--- src/rtl/stride_prefetcher.sv ---
// Stream/stride prefetch engine: trains a small stream table on CPU accesses
// and issues bursts of prefetch addresses over a valid/ready port.
module stride_prefetcher #(
  parameter int ADDR_WIDTH  = 8,
  parameter int NUM_STREAMS = 4,
  parameter int DEGREE      = 2,
  parameter int MAX_STRIDE  = 8,
  parameter int CONF_THRESH = 2,
  parameter int CONF_MAX    = 3,
  parameter int COUNT_WIDTH = 32
) (
  input  logic                   clk,
  input  logic                   rst,
  input  logic [1:0]             mode,
  input  logic                   acc_valid,
  input  logic [ADDR_WIDTH-1:0]  acc_addr,
  output logic                   pf_valid,
  output logic [ADDR_WIDTH-1:0]  pf_addr,
  input  logic                   pf_ready,
  output logic                   busy,
  output logic [COUNT_WIDTH-1:0] pf_issued,
  output logic [COUNT_WIDTH-1:0] pf_dropped,
  output logic [COUNT_WIDTH-1:0] stream_allocs
);

  localparam int IW = (NUM_STREAMS > 1) ? $clog2(NUM_STREAMS) : 1;
  localparam int CW = (CONF_MAX > 0) ? $clog2(CONF_MAX + 1) : 1;
  localparam int RW = $clog2(DEGREE + 1);
  localparam logic signed [ADDR_WIDTH-1:0] MAX_POS = ADDR_WIDTH'(MAX_STRIDE);
  localparam logic signed [ADDR_WIDTH-1:0] MAX_NEG = ADDR_WIDTH'(-MAX_STRIDE);
  localparam logic [CW-1:0] CONF_MAX_C = CW'(CONF_MAX);
  localparam logic [CW-1:0] THRESH_C   = CW'(CONF_THRESH);

  typedef enum logic {IDLE, ISSUE} state_t;

  logic                         valid_q  [NUM_STREAMS];
  logic [ADDR_WIDTH-1:0]        last_q   [NUM_STREAMS];
  logic signed [ADDR_WIDTH-1:0] stride_q [NUM_STREAMS];
  logic [CW-1:0]                conf_q   [NUM_STREAMS];
  logic [IW-1:0]                vptr_q;

  logic signed [ADDR_WIDTH-1:0] delta    [NUM_STREAMS];
  logic [CW-1:0]                conf_inc [NUM_STREAMS];
  logic [NUM_STREAMS-1:0]       hit, ramp;

  logic                         train, match_any, free_any, alloc, trigger;
  logic [IW-1:0]                match_idx, free_idx, alloc_idx;
  logic signed [ADDR_WIDTH-1:0] burst_step;

  state_t                       state_q, state_d;
  logic [ADDR_WIDTH-1:0]        base_q, base_d;
  logic signed [ADDR_WIDTH-1:0] step_q, step_d;
  logic [RW-1:0]                remain_q, remain_d;
  logic                         handshake, drop;
  logic [COUNT_WIDTH-1:0]       issued_q, dropped_q, allocs_q;

  // Per-entry delta, match window and "this access completes a confident ramp".
  for (genvar gi = 0; gi < NUM_STREAMS; gi++) begin : g_entry
    assign delta[gi]    = $signed(acc_addr - last_q[gi]);
    assign hit[gi]      = valid_q[gi] && (delta[gi] <= MAX_POS) && (delta[gi] >= MAX_NEG);
    assign conf_inc[gi] = (conf_q[gi] == CONF_MAX_C) ? conf_q[gi] : conf_q[gi] + CW'(1);
    assign ramp[gi]     = (delta[gi] != '0) && (delta[gi] == stride_q[gi]) &&
                          (conf_inc[gi] >= THRESH_C);

    always_ff @(posedge clk or posedge rst) begin
      if (rst) begin
        valid_q[gi]  <= 1'b0;
        last_q[gi]   <= '0;
        stride_q[gi] <= '0;
        conf_q[gi]   <= '0;
      end else if (train) begin
        if (match_any && match_idx == IW'(gi)) begin
          if (delta[gi] != '0) begin
            last_q[gi] <= acc_addr;
            if (delta[gi] == stride_q[gi]) begin
              conf_q[gi] <= conf_inc[gi];
            end else begin
              stride_q[gi] <= delta[gi];
              conf_q[gi]   <= '0;
            end
          end
        end else if (alloc && alloc_idx == IW'(gi)) begin
          valid_q[gi]  <= 1'b1;
          last_q[gi]   <= acc_addr;
          stride_q[gi] <= '0;
          conf_q[gi]   <= '0;
        end
      end
    end
  end

  // Descending scan so the lowest matching / free index is the one kept.
  always_comb begin
    train     = acc_valid && (mode != 2'd0);
    match_any = 1'b0;
    match_idx = '0;
    free_any  = 1'b0;
    free_idx  = '0;
    for (int i = NUM_STREAMS - 1; i >= 0; i--) begin
      if (hit[i]) begin
        match_any = 1'b1;
        match_idx = IW'(i);
      end
      if (!valid_q[i]) begin
        free_any = 1'b1;
        free_idx = IW'(i);
      end
    end
    alloc     = train && !match_any;
    alloc_idx = free_any ? free_idx : vptr_q;
    if (mode == 2'd1) begin
      trigger    = train;
      burst_step = ADDR_WIDTH'(1);
    end else begin
      trigger    = train && match_any && ramp[match_idx];
      burst_step = stride_q[match_idx];
    end
  end

  always_ff @(posedge clk or posedge rst) begin
    if (rst) begin
      vptr_q <= '0;
    end else if (alloc && !free_any) begin
      vptr_q <= (vptr_q == IW'(NUM_STREAMS - 1)) ? '0 : vptr_q + IW'(1);
    end
  end

  assign busy      = (state_q == ISSUE);
  assign pf_valid  = busy;
  assign pf_addr   = busy ? base_q + step_q : '0;
  assign handshake = busy && pf_ready;

  // A trigger landing on the final handshake starts the next burst seamlessly.
  always_comb begin
    state_d  = state_q;
    base_d   = base_q;
    step_d   = step_q;
    remain_d = remain_q;
    drop     = 1'b0;
    case (state_q)
      IDLE: begin
        if (trigger) begin
          state_d  = ISSUE;
          base_d   = acc_addr;
          step_d   = burst_step;
          remain_d = RW'(DEGREE);
        end
      end
      ISSUE: begin
        if (handshake) begin
          base_d   = pf_addr;
          remain_d = remain_q - RW'(1);
          if (remain_q == RW'(1)) state_d = IDLE;
        end
        if (trigger) begin
          if (handshake && remain_q == RW'(1)) begin
            state_d  = ISSUE;
            base_d   = acc_addr;
            step_d   = burst_step;
            remain_d = RW'(DEGREE);
          end else begin
            drop = 1'b1;
          end
        end
      end
      default: state_d = IDLE;
    endcase
  end

  always_ff @(posedge clk or posedge rst) begin
    if (rst) begin
      state_q   <= IDLE;
      base_q    <= '0;
      step_q    <= '0;
      remain_q  <= '0;
      issued_q  <= '0;
      dropped_q <= '0;
      allocs_q  <= '0;
    end else begin
      state_q  <= state_d;
      base_q   <= base_d;
      step_q   <= step_d;
      remain_q <= remain_d;
      if (handshake) issued_q <= issued_q + COUNT_WIDTH'(1);
      if (drop)      dropped_q <= dropped_q + COUNT_WIDTH'(DEGREE);
      if (alloc)     allocs_q <= allocs_q + COUNT_WIDTH'(1);
    end
  end

  assign pf_issued     = issued_q;
  assign pf_dropped    = dropped_q;
  assign stream_allocs = allocs_q;

endmodule
--- config.mk ---
export PLATFORM = sky130hd
export DESIGN_NAME = stride_prefetcher
export DESIGN_NICKNAME = d
export VERILOG_FILES = /design/src/rtl/stride_prefetcher.sv
export SDC_FILE = /design/constraint.sdc
export NUM_CORES = 1
export LEC_CHECK = 0
export CORE_ASPECT_RATIO = 0.9
export CORE_MARGIN = 5
export CORE_UTILIZATION = 55
export DETAILED_ROUTE_END_ITERATION = 6
export PLACE_DENSITY = 0.78
export SYNTH_ARGS = -nofsm -noshare
export SYNTH_HDL_FRONTEND = slang
export SYNTH_SLANG_ARGS = --single-unit
--- constraint.sdc ---
create_clock -name clk -period 8.81 [get_ports clk]
set_input_delay 1.762 -clock clk [delete_from_list [all_inputs] [get_ports clk]]
set_output_delay 1.762 -clock clk [all_outputs]
set_load 0.02 [all_outputs]
==> metrics.txt <==
Critical-path top delay cell=o31a_2; Seq cells post-synth=192; Synth Flop Type=dfrtp_1; CTS clock-pin slew for the worst setup and hold paths=80 ps; crit path from=acc_addr[1]; TritonCTS Sinks=192; Mean Syn Cell Area=9.92 µm²; Int Power=2380 µW; net count after synthesis=1199; Critical Path Stages=14; leakage power=0.00600 µW; WP data arrival=6800 ps; largest area contributor in the netlist=dfrtp_1; clk root buf=clkbuf_16; Max-Cap Viols=0; fmax=0.154 GHz; DR pass1 iterations=5; Final #Nets=1295; crit path buf inv count=2; antenna violations before repair=0; Routed Antenna Nets=0; Core ar.=20100 µm²; Syn Inst Count=1138; global-route wire length before repair=44.3 mm; Worst Tran Pin Value=1070 ps; initial core utilization=56.1%; crit start category=primary input; internal reg-to-reg setup slack=4220 ps; CP max FO=44; crit share post-route=73.6%; VDD IR-drop max=0.187 mV; mapped cell area=11300 µm²; Setup Buffers After CTS=0; Hold WS=471 ps; Critical Path Sink=base_q[4]; CTS hold repair buffers=0; share of the synthesized area in the top cell type=42.6%; Cells after DPL=1470; number of diodes=0; total gr overflow=0; number of CTS-inserted buffers=17; synth warn=0; Comb power frac=52.0%; Slew Limit Fails=0; clock network fraction of design power=17.8%; final hold viol count=0; gpl congestion=0.887; vias=8860; die width=161 µm; Seq/Total Area, Yosys=42.6%; Remaining DRCs=0; Die Ht=146 µm; Post-synth top cells=dfrtp_1 (192), nand2_1 (118), xnor2_1 (86), xor2_1 (68), inv_1 (58); post-cts resize count=0; Setup Crit Path Kind=in2reg; Post-Route WL=26.7 mm; vias in the first global route=8705; Reg2Reg Depth=13; Top cell by count, worst path=a21oi_1; total die area=23500 µm²; Crit. End Element=flip-flop; largest net degree at the start of global routing=115; Detail Placement HPWL=19.2 mm; crit-path cells=clkdlybuf4s50_1, inv_1, fa_1, nand2b_1, a21oi_1, or3_1, a21oi_1, and3_1, a31oi_1, nor4_1, nor3_2, o31a_2, nor2_2, a221o_1; Worst Hold Class=reg2reg; share of post-route cells with drive strength above 1=8.10%; Worst-Skew Late Latency=440 ps; top-count cell post-synth=dfrtp_1; Area Growth Syn to Fin=16.5%; critical path required time=9130 ps; async set-reset flop share out of synthesis=100%; outcome=finished clean; worst r2r src=last_q[8]; RSZ-0062 raised after global routing=false; CTS max path bufs=2; NetSw=1820 µW; Max transition margin=28.4%; sw frac=43.4%; drt wl/cell=17.7 µm; Final Setup Violations=0; part of the power in registers=30.2%; final std cells w/o fill=1502; clock skew=16.2 ps; GRT Resource Usage Total=22.7%; Period minus WS final=6490 ps; IO Pins=120; EDFF count, synth=0; critical path's top delay family=compound AO/OA/AOI/OAI gates; reg2reg end=base_q[4]; CP peak stage delay=880 ps; DRT iter0 DRCs=645; Yosys cell types=80; Rows=49; fillcell total=1566; Vias per Instance=5.90; Synth area leaders=dfrtp_1 (43%), xnor2_1 (6.7%), xor2_1 (5.3%); pwr/cell area=319 nW/µm²; I/O Buffers=118; CTS tree=built; CTS H-tree lvls=4; total negative slack=0 ps
## cells in the final DEF (no fill, tap or decap), types with 42 or more instances in the layout
| master | synthesis | routed |
|---|---|---|
| ha_1 | 42 | 42 |
| a21oi_1 | 42 | 42 |
| dfrtp_1 | 192 | 192 |
| inv_1 | 58 | 57 |
| nand2_1 | 118 | 118 |
| nand3_1 | 44 | 44 |
| nor2_1 | 50 | 50 |
| xor2_1 | 68 | 68 |
| clkdlybuf4s50_1 | 0 | 118 |
| xnor2_1 | 86 | 86 |
## stage by stage
step	power [µW]	instance area (µm²)	worst slack (ps)	util, %
after CTS	4190	13100	2380	65.3
after global routing	4490	13100	2030	65.3
final	4200	13100	2320	65.3
after floorplan	2920	11300	1820	-
after global placement	3370	12600	2050	62.5
after detailed placement	3430	12600	1940	62.5
## cell families (layout without fill, tap and decap cells)
logic type | after synthesis | in the layout | share of synthesized area [%]
and+or+nand+nor | 392 | 392 | 19.0
AOI/OAI and AO/OA | 217 | 217 | 13.5
DFF | 192 | 192 | 42.6
xor gates and xnor gates | 156 | 156 | 12.2
buffers and inverters | 102 | 211 | 4.00
adders and majority gates | 47 | 47 | 5.54
muxes | 31 | 31 | 3.04
other | 1 | 1 | 0.0332
## registers in the layout (all words and copies together), names as in the netlist, 4 cells and up
name / flops
stride_q: 32
last_q: 32
stream_allocs: 32
conf_q: 8
base_q: 8
step_q: 8
pf_dropped: 31
valid_q: 4
pf_issued: 32
## power groups by stage
stage / clock network [µW] / logic, µW / registers, µW
6_report: 745 / 2180 / 1270
5_1_grt: 793 / 2400 / 1300
4_1_cts: 757 / 2170 / 1270
3_5_place_dp: 0 / 2150 / 1280
3_3_place_gp: 0 / 2090 / 1270
2_1_floorplan: 0 / 1650 / 1270
## how the worst min path moves through the flow
stage	startpoint	end	slack, ps	cells past startpoint
after floorplan	stride_q[12]	stride_q[12]	450	1
after global placement	pf_dropped[31]	pf_dropped[31]	460	1
after detailed placement	pf_dropped[31]	pf_dropped[31]	460	1
after CTS	pf_dropped[31]	pf_dropped[31]	480	1
after global routing	pf_dropped[31]	pf_dropped[31]	490	1
final	pf_dropped[31]	pf_dropped[31]	470	1
## area by class of cell
class	instances	area (µm²)	share of cell area (%)
inverters	59	229	1.74
well taps	255	319	2.43
clock inverters	15	139	1.06
repair buffers	120	1200	9.10
flip-flops and latches	192	4800	36.6
clock buffers	17	425	3.24
multi-input cells	844	6030	45.9
## per-layer routing
metal,track usage [%],wire length [µm],up-vias
met5,0,0,-
met4,5.80,393,0
met3,3.77,1280,31
met2,37.2,12600,265
met1,31.8,12300,4338
li1,-,-,4226
Power figures use the tool's default switching activity.
